## config.mk

```make
export PLATFORM = sky130hd
export DESIGN_NAME = boid_frame_writer_flat
export DESIGN_NICKNAME = d
export VERILOG_FILES = /design/src/rtl/boid_frame_writer_if.sv /design/src/rtl/boid_frame_writer.sv /design/src/flat_wrapper.sv
export SDC_FILE = /design/constraint.sdc
export NUM_CORES = 1
export LEC_CHECK = 0
export ABC_AREA = 0
export BUFFER_PORTS_ARGS = -buffer_cell sky130_fd_sc_hd__buf_2
export CORE_ASPECT_RATIO = 0.6
export CORE_UTILIZATION = 57
export CTS_BUF_LIST = sky130_fd_sc_hd__clkbuf_4 sky130_fd_sc_hd__clkbuf_8 sky130_fd_sc_hd__clkbuf_16
export CTS_CLUSTER_DIAMETER = 30
export DETAILED_ROUTE_END_ITERATION = 8
export PLACE_DENSITY = 0.88
export SLEW_MARGIN = 30
export SYNTH_ARGS = -nofsm -noshare
export SYNTH_HDL_FRONTEND = slang
export SYNTH_SLANG_ARGS = --single-unit
```

## constraint.sdc

```tcl
create_clock -name clock -period 5.24 [get_ports clock]
set_input_delay 0.262 -clock clock [delete_from_list [all_inputs] [get_ports clock]]
set_output_delay 0.262 -clock clock [all_outputs]
set_load 0.01 [all_outputs]
```

## src/rtl/boid_frame_writer_if.sv

```systemverilog
// Boid frame writer bus: frame control, boid select and framebuffer write port.
// master = sequencer side, slave = environment side.
interface boid_frame_writer_if #(
  parameter int BOID_IDX_W = 2,
  parameter int ADDR_W     = 19
);
  logic                  enable;
  logic                  frame_end;
  logic [BOID_IDX_W-1:0] sel;
  logic [9:0]            x_in;
  logic [8:0]            y_in;
  logic                  clear_req;
  logic                  wr_en;
  logic [ADDR_W-1:0]     wr_addr;
  logic                  buf_sel;
  logic                  busy;
  logic                  done;
  logic [15:0]           frame_count;
  logic [7:0]            dropped_frames;

  modport master (
    input  enable, frame_end, x_in, y_in,
    output sel, clear_req, wr_en, wr_addr,
    output buf_sel, busy, done,
    output frame_count, dropped_frames
  );

  modport slave (
    output enable, frame_end, x_in, y_in,
    input  sel, clear_req, wr_en, wr_addr,
    input  buf_sel, busy, done,
    input  frame_count, dropped_frames
  );
endinterface

```

## src/rtl/boid_frame_writer.sv

```systemverilog
// Double-buffered boid framebuffer sequencer: clear, draw clipped
// boid blocks, then swap buffers on every accepted end-of-frame.
module boid_frame_writer #(
  parameter int MAX_BOIDS    = 4,
  parameter int BOID_IDX_W   = (MAX_BOIDS > 1) ? $clog2(MAX_BOIDS) : 1,
  parameter int VIDEO_WIDTH  = 640,
  parameter int VIDEO_HEIGHT = 480,
  parameter int ADDR_W       = 19,
  parameter int BOID_SIZE    = 1
) (
  input logic              clock,
  input logic              CPU_RESETN,
  boid_frame_writer_if.master bus
);

  localparam int SW = (BOID_SIZE > 1) ? $clog2(BOID_SIZE) : 1;
  localparam logic [SW-1:0] S_LAST = SW'(BOID_SIZE - 1);
  localparam logic [BOID_IDX_W-1:0] B_LAST = BOID_IDX_W'(MAX_BOIDS - 1);

  typedef enum logic [2:0] {
    IDLE, CLEAR, DRAW, DRAIN, SWAP
  } state_e;

  state_e                state_q;
  logic [BOID_IDX_W-1:0] idx_q;
  logic [SW-1:0]         dx_q;
  logic [SW-1:0]         dy_q;
  logic                  clear_q;
  logic                  wr_en_q;
  logic [ADDR_W-1:0]     addr_q;
  logic                  buf_q;
  logic                  busy_q;
  logic                  done_q;
  logic [15:0]           fc_q;
  logic [7:0]            drop_q;

  logic [10:0]       px_d;
  logic [9:0]        py_d;
  logic              on_d;
  logic [ADDR_W-1:0] addr_d;

  assign px_d = {1'b0, bus.x_in} + 11'(dx_q);
  assign py_d = {1'b0, bus.y_in} + 10'(dy_q);
  assign on_d = (px_d < 11'(VIDEO_WIDTH)) &&
                (py_d < 10'(VIDEO_HEIGHT));
  assign addr_d = ADDR_W'(21'(py_d) * 21'(VIDEO_WIDTH)
                          + 21'(px_d));

  // Issue and write stage are fused: the pixel decision is registered
  // at issue, so wr_en/wr_addr appear one cycle after sel.
  always_ff @(posedge clock or negedge CPU_RESETN) begin
    if (!CPU_RESETN) begin
      state_q <= IDLE;
      idx_q   <= '0;
      dx_q    <= '0;
      dy_q    <= '0;
      clear_q <= 1'b0;
      wr_en_q <= 1'b0;
      addr_q  <= '0;
      buf_q   <= 1'b0;
      busy_q  <= 1'b0;
      done_q  <= 1'b0;
      fc_q    <= '0;
      drop_q  <= '0;
    end else begin
      clear_q <= 1'b0;
      done_q  <= 1'b0;
      if (bus.frame_end && state_q != IDLE && drop_q != 8'hFF)
        drop_q <= drop_q + 8'd1;
      unique case (state_q)
        IDLE: begin
          if (bus.enable && bus.frame_end) begin
            state_q <= CLEAR;
            clear_q <= 1'b1;
            busy_q  <= 1'b1;
          end
        end
        CLEAR: begin
          idx_q   <= '0;
          dx_q    <= '0;
          dy_q    <= '0;
          state_q <= DRAW;
        end
        DRAW: begin
          wr_en_q <= on_d;
          if (on_d) addr_q <= addr_d;
          if (dx_q == S_LAST) begin
            dx_q <= '0;
            if (dy_q == S_LAST) begin
              dy_q <= '0;
              if (idx_q == B_LAST) state_q <= DRAIN;
              else idx_q <= idx_q + 1'b1;
            end else begin
              dy_q <= dy_q + 1'b1;
            end
          end else begin
            dx_q <= dx_q + 1'b1;
          end
        end
        DRAIN: begin
          wr_en_q <= 1'b0;
          buf_q   <= ~buf_q;
          done_q  <= 1'b1;
          fc_q    <= fc_q + 16'd1;
          state_q <= SWAP;
        end
        SWAP: begin
          busy_q  <= 1'b0;
          state_q <= IDLE;
        end
        default: state_q <= IDLE;
      endcase
    end
  end

  assign bus.sel            = idx_q;
  assign bus.clear_req      = clear_q;
  assign bus.wr_en          = wr_en_q;
  assign bus.wr_addr        = addr_q;
  assign bus.buf_sel        = buf_q;
  assign bus.busy           = busy_q;
  assign bus.done           = done_q;
  assign bus.frame_count    = fc_q;
  assign bus.dropped_frames = drop_q;

endmodule
```

## src/flat_wrapper.sv

```systemverilog
// flat-port wrapper written by rule: the top's interface ports become plain ports
module boid_frame_writer_flat 
#(
  parameter int MAX_BOIDS    = 4,
  parameter int BOID_IDX_W   = (MAX_BOIDS > 1) ? $clog2(MAX_BOIDS) : 1,
  parameter int VIDEO_WIDTH  = 640,
  parameter int VIDEO_HEIGHT = 480,
  parameter int ADDR_W       = 19,
  parameter int BOID_SIZE    = 1
)
  (clock, CPU_RESETN, bus_enable, bus_frame_end, bus_x_in, bus_y_in, bus_sel, bus_clear_req, bus_wr_en, bus_wr_addr, bus_buf_sel, bus_busy, bus_done, bus_frame_count, bus_dropped_frames);
  boid_frame_writer_if #(.BOID_IDX_W(BOID_IDX_W), .ADDR_W(ADDR_W)) bus_i ();
  input logic clock;
  input logic CPU_RESETN;
  input wire logic [$bits(bus_i.enable)-1:0] bus_enable;
  input wire logic [$bits(bus_i.frame_end)-1:0] bus_frame_end;
  input wire logic [$bits(bus_i.x_in)-1:0] bus_x_in;
  input wire logic [$bits(bus_i.y_in)-1:0] bus_y_in;
  output wire logic [$bits(bus_i.sel)-1:0] bus_sel;
  output wire logic [$bits(bus_i.clear_req)-1:0] bus_clear_req;
  output wire logic [$bits(bus_i.wr_en)-1:0] bus_wr_en;
  output wire logic [$bits(bus_i.wr_addr)-1:0] bus_wr_addr;
  output wire logic [$bits(bus_i.buf_sel)-1:0] bus_buf_sel;
  output wire logic [$bits(bus_i.busy)-1:0] bus_busy;
  output wire logic [$bits(bus_i.done)-1:0] bus_done;
  output wire logic [$bits(bus_i.frame_count)-1:0] bus_frame_count;
  output wire logic [$bits(bus_i.dropped_frames)-1:0] bus_dropped_frames;
  assign bus_i.enable = bus_enable;
  assign bus_i.frame_end = bus_frame_end;
  assign bus_i.x_in = bus_x_in;
  assign bus_i.y_in = bus_y_in;
  assign bus_sel = bus_i.sel;
  assign bus_clear_req = bus_i.clear_req;
  assign bus_wr_en = bus_i.wr_en;
  assign bus_wr_addr = bus_i.wr_addr;
  assign bus_buf_sel = bus_i.buf_sel;
  assign bus_busy = bus_i.busy;
  assign bus_done = bus_i.done;
  assign bus_frame_count = bus_i.frame_count;
  assign bus_dropped_frames = bus_i.dropped_frames;
  boid_frame_writer #(.MAX_BOIDS(MAX_BOIDS), .BOID_IDX_W(BOID_IDX_W), .VIDEO_WIDTH(VIDEO_WIDTH), .VIDEO_HEIGHT(VIDEO_HEIGHT), .ADDR_W(ADDR_W), .BOID_SIZE(BOID_SIZE)) u_core (.clock(clock), .CPU_RESETN(CPU_RESETN), .bus(bus_i));
endmodule
```

* Word-level counts from Yosys, hierarchy flattened *
Cells that the tools add are included.

operators by class
  reduce and logical (&&, ||, !) cells = 14
  muxes and demuxes = 20
  multiply operators = 1
  order comparisons = 2
  bitwise operators = 1
  eq/ne operators = 11
  add/sub/neg operators = 8

operator list
  operator                 count
  $add A19 B11 Y19         1
  $add A16 B1 Y16 const B  1
  $mul A10 B3 Y12 const B  1
  $mux W3                  4
  $pmux W3 S4              1
  $add A10 B1 Y11          1
  $lt A11 B10 Y1 const B   1
  $add A9 B1 Y10           1
  $lt A10 B9 Y1 const B    1
  $add A8 B1 Y8 const B    1
  $ne A8 B8 Y1 const B     1
  $pmux W1 S2              4
  $reduce_and A4 Y1        2
  $mux W1                  7
  $eq A3 B2 Y1 const B     2
  $mux W2                  3
  $ne A2 B2 Y1 const B     3
  $reduce_and A2 Y1        3
  $reduce_bool A2 Y1       3
  $logic_and A1 B1 Y1      4
  $ne A2 B1 Y1 const B     2
  $pmux W2 S2              1
  $eq A3 B1 Y1 const B     1
  $eq A3 B3 Y1 const B     1
  other kinds (6)          7

storage, ports and cells
  bits of input ports = 23
  logic and storage cells = 69
  register bits = 55
  output and inout bits = 50

* Longest topological paths before layout *
Gate-level depths: netlist of run 1.

  depth in word-level cells = 5
  gate-level depth with buffers = 9
  gate-level depth less buffers = 9

* Worst setup path before layout of run 1 *
OpenSTA, ideal clock, no wires.

  path kind = input -> register
  start = input port bus_y_in[1]
  end = register u_core.addr_q[18], in the netlist u_core.bus.wr_addr[18]
  setup time = 0.074 ns
  stages on the path = 8
  slack = 2.546 ns
  data required time = 5.166 ns
  data arrival time = 2.619 ns
  buffers on the path = 0
  path through = ha_1 > ha_1 > fa_1 > a211o_1 > a211o_1 > a221o_1 > o32a_1 > o21ai_2

on the way
  word-level cells in the longest chain between the ends = 4
  elaborated cells between the ends (all ways) = 6
  those cells by class = add/sub (2); mul (1); order compare (1); reduce/logical (2)

RTL lines
  element                                                   RTL line                 RTL
  start: declaration                                        flat_wrapper.sv:18       input wire logic [$bits(bus_i.y_in)-1:0] bus_y_in;
  $add A9 B1 Y10 (*)                                        boid_frame_writer.sv:43  assign py_d = {1'b0, bus.y_in} + 10'(dy_q);
  branches (longest 3 deep; another with $add A19 B11 Y19)  n/a
  end signal: assignment                                    boid_frame_writer.sv:86  if (on_d) addr_q <= addr_d;
  end: declaration                                          boid_frame_writer.sv:30  logic [ADDR_W-1:0] addr_q;

Mark *: on every way between the ends.
A chain may end at the register's enable or synchronous reset.

* Worst setup path after layout of run 1 *
Ends and elaborated chain as after synthesis.

==> run_results.csv, run 1 <==
group,metric,value,unit
setup_path,r2r-start,"u_core.state_q[1]$_DFFE_PN0P_",
global_route,grt_pass1_vias,2178,
routing,drt-vias-per-instance,5.50,
setup_path,worstPathArrival,2.89,ns
place,place.gp.congestion,0.822,
setup_path,cp_slowest_stage_delay,0.44,ns
place,dp_hpwl,4570,um
setup_path,cp_slowest_cell,"fa_1",
floorplan,die-area,0.00522,mm2
sta,fin_tns_setup,0,ns
logic_synthesis,ys.flop_type,"dfrtp_1",
clock_tree,clock_latency,0.30,ns
routing,wl,5830,um
setup_path,critPathMaxFanout,4,
global_route,grt_overflow,0,
global_route,grt_pass1_wl,9960,um
setup_path,r2r_slack,3.09,ns
setup_path,critPathKind,"in2reg",
clock_tree,ctsResizeCount,0,
routing,antenna_left,0,
routing,drtIter0Drc,64,
logic_synthesis,synth_nets,302,
sta,fmax,377,MHz
logic_synthesis,synth_edf_count,0,
power,ir_drop,0.327,mV
clock_tree,cts_made_buffers,5,
logic_synthesis,ys_seq_area_share,47.3,%
sta,finalSetupViolCount,0,
logic_synthesis,netlist_area,0.00281,mm2
sta,clock_skew,0.0122,ns
global_route,antenna_found_initial,0,
final_layout,layout.nets,376,
sta,rsz0062_at_grt,"no",
sta,finalMaxSlewViolations,0,
final_layout,layout_commonest_cell,"buf_2",
clock_tree,cts_root_buf,"clkbuf_8",
global_route,globalRouteTotalUtil,24.6,%
setup_path,crit_path_start_kind,"input pin",
routing,drc,0,
final_layout,drive_gt1_share,30.4,%
setup_path,crit_chain,"buf_2 -> ha_1 -> ha_1 -> fa_1 -> a211o_1 -> a211o_1 -> a221o_1 -> o32a_1 -> o21ai_2",
sta,period_minus_slack,2.65,ns
logic_synthesis,async_reset_ff_share,100,%
clock_tree,clk_path_buf_depth,2,
sta,fin_crit_sh,50.6,%
sta,slew_headroom,56.9,%
routing,first_pass_iters,4,
outcome,status,"finished clean",
power,p_leak,1.69,nW
final_layout,layout_common_cells,"buf_2 (72), dfrtp_1 (53), nand2_1 (29)",
floorplan,die_y,56.3,um
routing,wl_per_cell,14.8,um
setup_path,reg2reg_depth,6,
logic_synthesis,synth_warnings,0,
final_layout,finalInstanceArea,0.00335,mm2
clock_tree,cts-htree-levels,2,
setup_path,cp.required,5.48,ns
setup_path,cp-end-kind,"flip-flop",
worst_hold_path,hp-class,"in2async",
place,io_buffers,72,
global_route,grt_max_degree,54,
floorplan,ioPinCount,73,
clock_tree,ctsHoldBuffers,0,
final_layout,diodes,0,
logic_synthesis,syn_avg_cell_area,10.9,um2
clock_tree,path_clk_slew,0.10,ns
clock_tree,cts_tree,"built",
floorplan,row_count,19,
floorplan,start_util,60.2,%
place,dpl-instance-area,0.00323,mm2
final_layout,final.fill_count,383,
floorplan,core_area,0.00466,mm2
setup_path,worstSetupStartpoint,"bus_y_in[1]",
setup_path,r2r-end,"u_core.bus.frame_count[12]$_DFFE_PN0P_",
clock_tree,cts_setup_buffers,0,
logic_synthesis,synth_cells,257,
logic_synthesis,ys_seq_elements,53,
power,power.density,456,mW/mm2
sta,worstMarginPinSlew,0.647,ns
clock_tree,clock_sinks,53,
floorplan,die_x,92.6,um
routing,num_vias,2173,
run,max-cap-violations,0,
sta,hold_viol_final,0,
setup_path,crit_end,"u_core.bus.wr_addr[18]$_DFFE_PN0P_",
final_layout,area_growth,19.4,%
logic_synthesis,yosysUniqueCellTypes,42,
cells in the mapped netlist (3+ instances only):
cell type,number,share of area [%]
a21oi_1,7,1.2
nand3_1,6,1.1
xor2_1,12,3.7
inv_1,7,0.94
nand2_1,29,3.9
a21o_1,3,0.80
clkbuf_1,7,0.94
nor3_1,5,0.89
o21ai_1,3,0.54
xnor2_1,23,7.2
nor2b_1,3,0.67
mux2_2,11,4.4
o21a_1,3,0.80
o21ai_0,10,1.8
and3_1,4,0.89
nand4_1,11,2.5
dfrtp_1,53,47
nor2_1,12,1.6
ha_1,20,8.9
stage by stage:
step                cells  hold slack [ns]  utilization (%)  setup WS (ns)  total power [mW]
detailed placement    387            0.415             69.4           2.29              1.26
floorplan             257          -0.0336                -           2.55              1.04
CTS                   395           0.0783             71.9           2.61              1.54
global route          395            0.130             71.9           2.48              1.64
global placement      387            0.418             69.4           2.35              1.23
finish                395           0.0616             71.9           2.59              1.53
cell families after synthesis:
| logic type | after synthesis | synth area share, % |
|---|---|---|
| AO/OA/AOI/OAI | 42 | 10.2 |
| XOR/XNOR | 36 | 11.5 |
| adder cells (fa/ha/maj) | 22 | 10.3 |
| buffers and inverters | 14 | 1.87 |
| flip-flops | 53 | 47.3 |
| multiplexers | 11 | 4.42 |
| AND/OR/NAND/NOR | 79 | 14.4 |
sequential cells by signal, indices dropped and copies added (netlist names):
name and flops:
u_core.state_q 3, u_core.bus.sel 2, u_core.bus.clear_req 1, u_core.bus.busy 1, u_core.bus.buf_sel 1, u_core.bus.done 1, u_core.bus.frame_count 16, u_core.bus.wr_addr 19
u_core.bus.wr_en 1, u_core.bus.dropped_frames 8
per-layer routing:
layer	wire, um	share of wire [%]	vias to the layer above	track usage, %
met5	0	0	-	0
met4	46	0.79	0	5.80
met3	371	6.4	8	6.91
met2	2570	44	75	39.8
met1	2840	49	1036	33.0
li1	-	-	1054	-
worst min path at each step:
stage | end | slack (ns)
3_5_place_dp | u_core.bus.dropped_frames[6]$_DFFE_PN0P_ | 0.42
2_1_floorplan | u_core.bus.buf_sel$_DFFE_PN0P_ | -0.03
5_1_grt | u_core.bus.dropped_frames[2]$_DFFE_PN0P_ | 0.13
3_3_place_gp | u_core.bus.dropped_frames[5]$_DFFE_PN0P_ | 0.42
6_report | u_core.bus.dropped_frames[6]$_DFFE_PN0P_ | 0.06
4_1_cts | u_core.bus.dropped_frames[6]$_DFFE_PN0P_ | 0.08
layout make-up:
type | count | area, um2 | share of cell area, %
inverters | 7 | 26.3 | 0.785
clock buffers | 5 | 68.8 | 2.06
repair buffers | 74 | 375 | 11.2
multi-input cells | 190 | 1430 | 42.6
well taps | 63 | 78.8 | 2.35
clock inverters | 3 | 46.3 | 1.38
flip-flops and latches | 53 | 1330 | 39.6
critical path: cells and delay by family:
kind,cells,cell delay [ns]
AO/OA/AOI/OAI,5,1.54
adder cells (fa/ha/maj),3,0.97
buffers and inverters,1,0.12
where the power goes:
| group | switching (mW) | internal, mW | total (mW) | leakage (nW) |
|---|---|---|---|---|
| sequential | 0.125 | 0.546 | 0.671 | 0.678 |
| combinational | 0.306 | 0.277 | 0.583 | 0.955 |
| clock | 0.131 | 0.143 | 0.274 | 0.0543 |
| total | 0.563 | 0.966 | 1.53 | 1.69 |
(Power assumes the default switching activity.)
==> inputs of run 2 (changes only) <==
--- a/config.mk
+++ b/config.mk
@@ -8,11 +8,11 @@
 export ABC_AREA = 0
 export BUFFER_PORTS_ARGS = -buffer_cell sky130_fd_sc_hd__buf_2
 export CORE_ASPECT_RATIO = 0.6
-export CORE_UTILIZATION = 57
+export CORE_UTILIZATION = 48
 export CTS_BUF_LIST = sky130_fd_sc_hd__clkbuf_4 sky130_fd_sc_hd__clkbuf_8 sky130_fd_sc_hd__clkbuf_16
 export CTS_CLUSTER_DIAMETER = 30
 export DETAILED_ROUTE_END_ITERATION = 8
-export PLACE_DENSITY = 0.88
+export PLACE_DENSITY = 0.79
 export SLEW_MARGIN = 30
 export SYNTH_ARGS = -nofsm -noshare
 export SYNTH_HDL_FRONTEND = slang
==> constraint.sdc (replaced) <==
create_clock -name clock -period 2.3 [get_ports clock]
set_input_delay 0.115 -clock clock [delete_from_list [all_inputs] [get_ports clock]]
set_output_delay 0.115 -clock clock [all_outputs]
set_load 0.01 [all_outputs]
==> run_results.csv, run 2 (same netlist as run 1, synthesis figures left out) <==
group,metric,value,unit
outcome,status,"finished clean",
final_layout,area_growth,26.5,%
clock_tree,cts_made_buffers,5,
sta,fin_crit_sh,99.6,%
final_layout,finalInstanceArea,0.00355,mm2
final_layout,layout.nets,398,
global_route,grt_max_degree,30,
sta,finalSetupViolCount,0,
floorplan,die-area,0.00616,mm2
setup_path,cp-end-kind,"flip-flop",
global_route,grt_pass1_vias,1960,
clock_tree,cts_root_buf,"clkbuf_8",
worst_hold_path,hold-path-cell-count,2,
final_layout,layout_commonest_cell,"buf_2",
routing,wl,5880,um
clock_tree,path_clk_slew,0.09,ns
setup_path,worstPathArrival,2.52,ns
setup_path,critPathMaxFanout,4,
floorplan,ioPinCount,73,
global_route,antenna_found_initial,0,
routing,drc,0,
worst_hold_path,hp-class,"in2reg",
floorplan,core_area,0.00560,mm2
setup_path,critPathKind,"in2reg",
routing,first_pass_iters,4,
sta,rsz0062_at_grt,"yes",
place,io_buffers,72,
routing,drtIter0Drc,111,
floorplan,row_count,21,
floorplan,start_util,50.1,%
sta,slew_headroom,60.4,%
power,switchingPower,1.29,mW
setup_path,crit_path_start_kind,"input pin",
routing,drt-vias-per-instance,5.03,
power,p_int,2.18,mW
power,seqPwrFrac,42.7,%
clock_tree,cts_tree,"built",
power,ir_drop,0.528,mV
global_route,grt_overflow,0,
global_route,grt_pass1_wl,9340,um
clock_tree,clock_sinks,53,
place,place.gp.congestion,0.885,
routing,antenna_left,0,
sta,fmax,437,MHz
power,clkPwrFrac,15.1,%
setup_path,r2r_slack,0.47,ns
run,max-cap-violations,0,
final_layout,drive_gt1_share,35.9,%
setup_path,reg2reg_depth,6,
setup_path,cp.required,2.53,ns
routing,num_vias,2181,
floorplan,die_y,61.2,um
place,dp_hpwl,4740,um
final_layout,layout_common_cells,"buf_2 (72), dfrtp_1 (53), nand2_1 (29)",
routing,wl_per_cell,13.6,um
global_route,globalRouteTotalUtil,20.2,%
final_layout,largest_register_ffs,19,
clock_tree,clock_latency,0.30,ns
final_layout,finish.utilization,63.4,%
sta,fin_tns_setup,0,ns
power,p_leak,1.78,nW
place,dpl-instance-area,0.00344,mm2
clock_tree,cts-htree-levels,2,
sta,finalMaxSlewViolations,0,
sta,clock_skew,0.00619,ns
floorplan,die_x,101,um
sta,period_minus_slack,2.29,ns
sta,whs,0.0420,ns
sta,hold_viol_final,0,
power,comb_power_share,42.2,%
sta,worstMarginPinSlew,0.594,ns
power,power.density,976,mW/mm2
final_layout,diodes,0,
power,total_power,3.46,mW
clock_tree,clk_path_buf_depth,2,
power,sw_frac_of_total,37.2,%
==> run 2: timing repair <==
item	in CTS	in global routing
hold endpoints to repair	24	0
gates resized for setup	0	1
buffers inserted	0	0
hold buffers	1	0
endpoints found under the setup margin	0	2
==> run 2: final timing paths <==
check | startpoint | to
setup / recovery | bus_y_in[1] | u_core.bus.wr_addr[18]$_DFFE_PN0P_
hold / removal | bus_x_in[0] | u_core.bus.wr_addr[0]$_DFFE_PN0P_
setup reg to reg | u_core.state_q[2]$_DFFE_PN0P_ | u_core.bus.frame_count[15]$_DFFE_PN0P_
hold reg to reg | u_core.bus.buf_sel$_DFFE_PN0P_ | u_core.bus.buf_sel$_DFFE_PN0P_
max in group asynchronous | CPU_RESETN | u_core.bus.frame_count[0]$_DFFE_PN0P_
min in group asynchronous | CPU_RESETN | u_core.bus.dropped_frames[5]$_DFFE_PN0P_
==> run 2: area by class of cell <==
class	instances	area, um2
clock buffer	6	76.3
tap	80	100
multi-input combinational	190	1460
timing repair buffer	96	543
inverter	7	26.3
clock inverter	2	15.0
sequential	53	1330
fill	494	2050
==> run 2: critical path: stages <==
cell	delay (ns)
buf_2	0.13
ha_4	0.25
ha_4	0.16
fa_2	0.36
a211o_1	0.36
a211o_1	0.32
a221o_1	0.34
o32a_1	0.35
o21ai_2	0.13
==> run 2: routing by layer <==
metal  up-vias  GRT usage, %  wire (um)
met2        46          32.3       2630
met1      1028          28.8       2990
met4         0          5.18         55
li1       1103             -          -
met5         -             0          0
met3         4          3.97        217
==> run 2: stage by stage <==
stage	worst slack, ns	std cells
after CTS	0.0230	434
after detailed placement	-0.292	425
after global routing	-0.0214	434
after global placement	-0.231	425
final	0.0102	434
after floorplan	-0.0855	257
==> run 2: power groups by stage <==
stage | registers [mW] | clock network, mW | logic [mW]
after global placement | 1.48 | 0 | 1.42
final | 1.48 | 0.522 | 1.46
after floorplan | 1.61 | 0 | 0.763
after CTS | 1.48 | 0.541 | 1.47
after detailed placement | 1.50 | 0 | 1.47
after global routing | 1.53 | 0.584 | 1.64
==> inputs of run 3 (changes only) <==
--- a/config.mk
+++ b/config.mk
@@ -7,10 +7,13 @@
 export LEC_CHECK = 0
 export ABC_AREA = 0
 export BUFFER_PORTS_ARGS = -buffer_cell sky130_fd_sc_hd__buf_2
+export CELL_PAD_IN_SITES_DETAIL_PLACEMENT = 1
+export CELL_PAD_IN_SITES_GLOBAL_PLACEMENT = 2
 export CORE_ASPECT_RATIO = 0.6
-export CORE_UTILIZATION = 48
+export CORE_UTILIZATION = 30
 export CTS_BUF_LIST = sky130_fd_sc_hd__clkbuf_4 sky130_fd_sc_hd__clkbuf_8 sky130_fd_sc_hd__clkbuf_16
 export CTS_CLUSTER_DIAMETER = 30
+export CTS_CLUSTER_SIZE = 14
 export DETAILED_ROUTE_END_ITERATION = 8
 export PLACE_DENSITY = 0.79
 export SLEW_MARGIN = 30
==> run_results.csv, run 3 (same netlist as run 1, synthesis figures left out) <==
group,metric,value,unit
setup_path,r2r-end,"u_core.bus.frame_count[14]$_DFFE_PN0P_",
final_layout,layout_common_cells,"buf_2 (72), dfrtp_1 (53), nand2_1 (28), buf_4 (28), xnor2_1 (23)",
clock_tree,clock_sinks,53,
final_layout,drive_gt1_share,37.5,%
global_route,grt_max_degree,31,
final_layout,layout.nets,404,
setup_path,worstPathArrival,2.45,ns
setup_path,crit_end,"u_core.bus.wr_addr[18]$_DFFE_PN0P_",
routing,first_pass_iters,4,
power,ir_drop,0.507,mV
final_layout,diodes,0,
routing,antenna_left,0,
run,max-cap-violations,0,
sta,clock_skew,0.00398,ns
setup_path,critPathMaxFanout,3,
routing,num_vias,2248,
clock_tree,clk_path_buf_depth,2,
routing,wl,6750,um
global_route,grt_pass1_wl,11600,um
worst_hold_path,hp-class,"in2reg",
routing,wl_per_cell,14.3,um
sta,fin_crit_sh,96.9,%
sta,worstMarginPinSlew,0.667,ns
clock_tree,path_clk_slew,0.07,ns
sta,fmax,449,MHz
place,io_buffers,72,
final_layout,multi_input_area,0.00148,mm2
clock_tree,cts_root_buf,"clkbuf_16",
floorplan,ioPinCount,73,
floorplan,die-area,0.00975,mm2
setup_path,crit_path_start_kind,"input pin",
sta,rsz0062_at_grt,"no",
place,place.gp.congestion,0.735,
setup_path,worstSetupStartpoint,"bus_y_in[1]",
routing,drt-vias-per-instance,4.76,
sta,finalSetupViolCount,0,
setup_path,cp.required,2.52,ns
sta,slew_headroom,55.5,%
setup_path,r2r-start,"u_core.state_q[2]$_DFFE_PN0P_",
global_route,grt_pass1_vias,2268,
setup_path,reg2reg_depth,6,
power,p_leak,1.85,nW
sta,finalMaxSlewViolations,0,
place,placed_cells,463,
final_layout,fin_cells,472,
final_layout,final.fill_count,1014,
outcome,status,"finished clean",
routing,drc,0,
floorplan,row_count,26,
final_layout,area_growth,33.2,%
power,power.density,1030,mW/mm2
place,dp_hpwl,5460,um
setup_path,r2r_slack,0.52,ns
clock_tree,cts_tree,"built",
floorplan,die_x,127,um
floorplan,start_util,31.9,%
sta,hold_viol_final,0,
sta,period_minus_slack,2.23,ns
clock_tree,cts-htree-levels,2,
floorplan,core_area,0.00878,mm2
global_route,globalRouteTotalUtil,14.9,%
final_layout,layout_commonest_cell,"buf_2",
final_layout,register_area,0.00133,mm2
clock_tree,clock_latency,0.29,ns
setup_path,cp-end-kind,"flip-flop",
final_layout,largest_register_ffs,19,
global_route,grt_overflow,0,
routing,drtIter0Drc,121,
global_route,antenna_found_initial,0,
setup_path,critPathKind,"in2reg",
floorplan,die_y,76.9,um
power,total_power,3.87,mW
clock_tree,cts_made_buffers,5,
## run 3: cell count changes in the layout (fill, tap and decap cells not counted), sizes merged
cell / change
bufinv: +1
buf: +6
clkinvlp: -1
## run 3: how the worst min path moves through the flow
stage	end	slack, ns	cells after the start	startpoint
finish	u_core.bus.wr_addr[5]$_DFFE_PN0P_	0.05	2	bus_x_in[5]
global placement	u_core.bus.dropped_frames[3]$_DFFE_PN0P_	0.20	1	CPU_RESETN
detailed placement	u_core.bus.dropped_frames[3]$_DFFE_PN0P_	0.20	1	CPU_RESETN
floorplan	u_core.bus.buf_sel$_DFFE_PN0P_	-0.18	0	CPU_RESETN
CTS	u_core.bus.wr_addr[2]$_DFFE_PN0P_	0.04	2	bus_x_in[2]
global route	u_core.bus.wr_addr[5]$_DFFE_PN0P_	0.05	2	bus_x_in[5]
## run 3: stage by stage
stage	setup slack [ns]	TNS [ns]	utilization [%]	area [um2]	hold slack, ns
after floorplan	-0.0855	-0.0855	-	2840	-0.181
after global placement	-0.223	-0.552	40.2	3530	0.203
after detailed placement	-0.266	-0.696	40.2	3530	0.200
after CTS	0.0329	0	42.3	3710	0.0439
after global routing	0.00907	0	42.5	3740	0.0477
final	0.0705	0	42.5	3740	0.0539
## run 3: metal layers
layer / wire length, um / vias up / GRT usage, % / part of all wire (%)
met5: 0 / - / 0 / 0
met4: 39 / 0 / 2.86 / 0.58
met3: 290 / 4 / 3.77 / 4.3
met2: 2850 / 44 / 21.5 / 42
met1: 3570 / 1085 / 22.4 / 53
li1: - / 1115 / - / -
## run 3: area by class of cell
| cell class | count | share of cell area [%] |
|---|---|---|
| multi-input cells | 190 | 39.5 |
| flip-flops and latches | 53 | 35.5 |
| clock inverters | 2 | 1.00 |
| well taps | 112 | 3.75 |
| inverters | 7 | 0.703 |
| clock buffers | 6 | 3.72 |
| repair buffers | 102 | 15.8 |
## run 3: report_power, final
part / leakage (nW) / switching (mW) / internal [mW] / total, mW
Sequential: 0.678 / 0.241 / 1.25 / 1.49
Combinational: 1.09 / 0.777 / 0.727 / 1.50
Clock: 0.0831 / 0.330 / 0.543 / 0.873
## run 3: repair_timing
item                       in CTS  in global routing
buffers inserted                0                  0
setup endpoints to repair       0                  1
resized for setup               0                  4
hold endpoints to repair       28                  0
hold buffers                    1                  0
## run 3: worst max-delay path: stages
cell and delay, ns:
buf_2 0.12, ha_4 0.24, ha_4 0.16, fa_2 0.34, a211o_1 0.35, a211o_1 0.32, a221o_1 0.35, o32a_1 0.35
o21ai_2 0.10
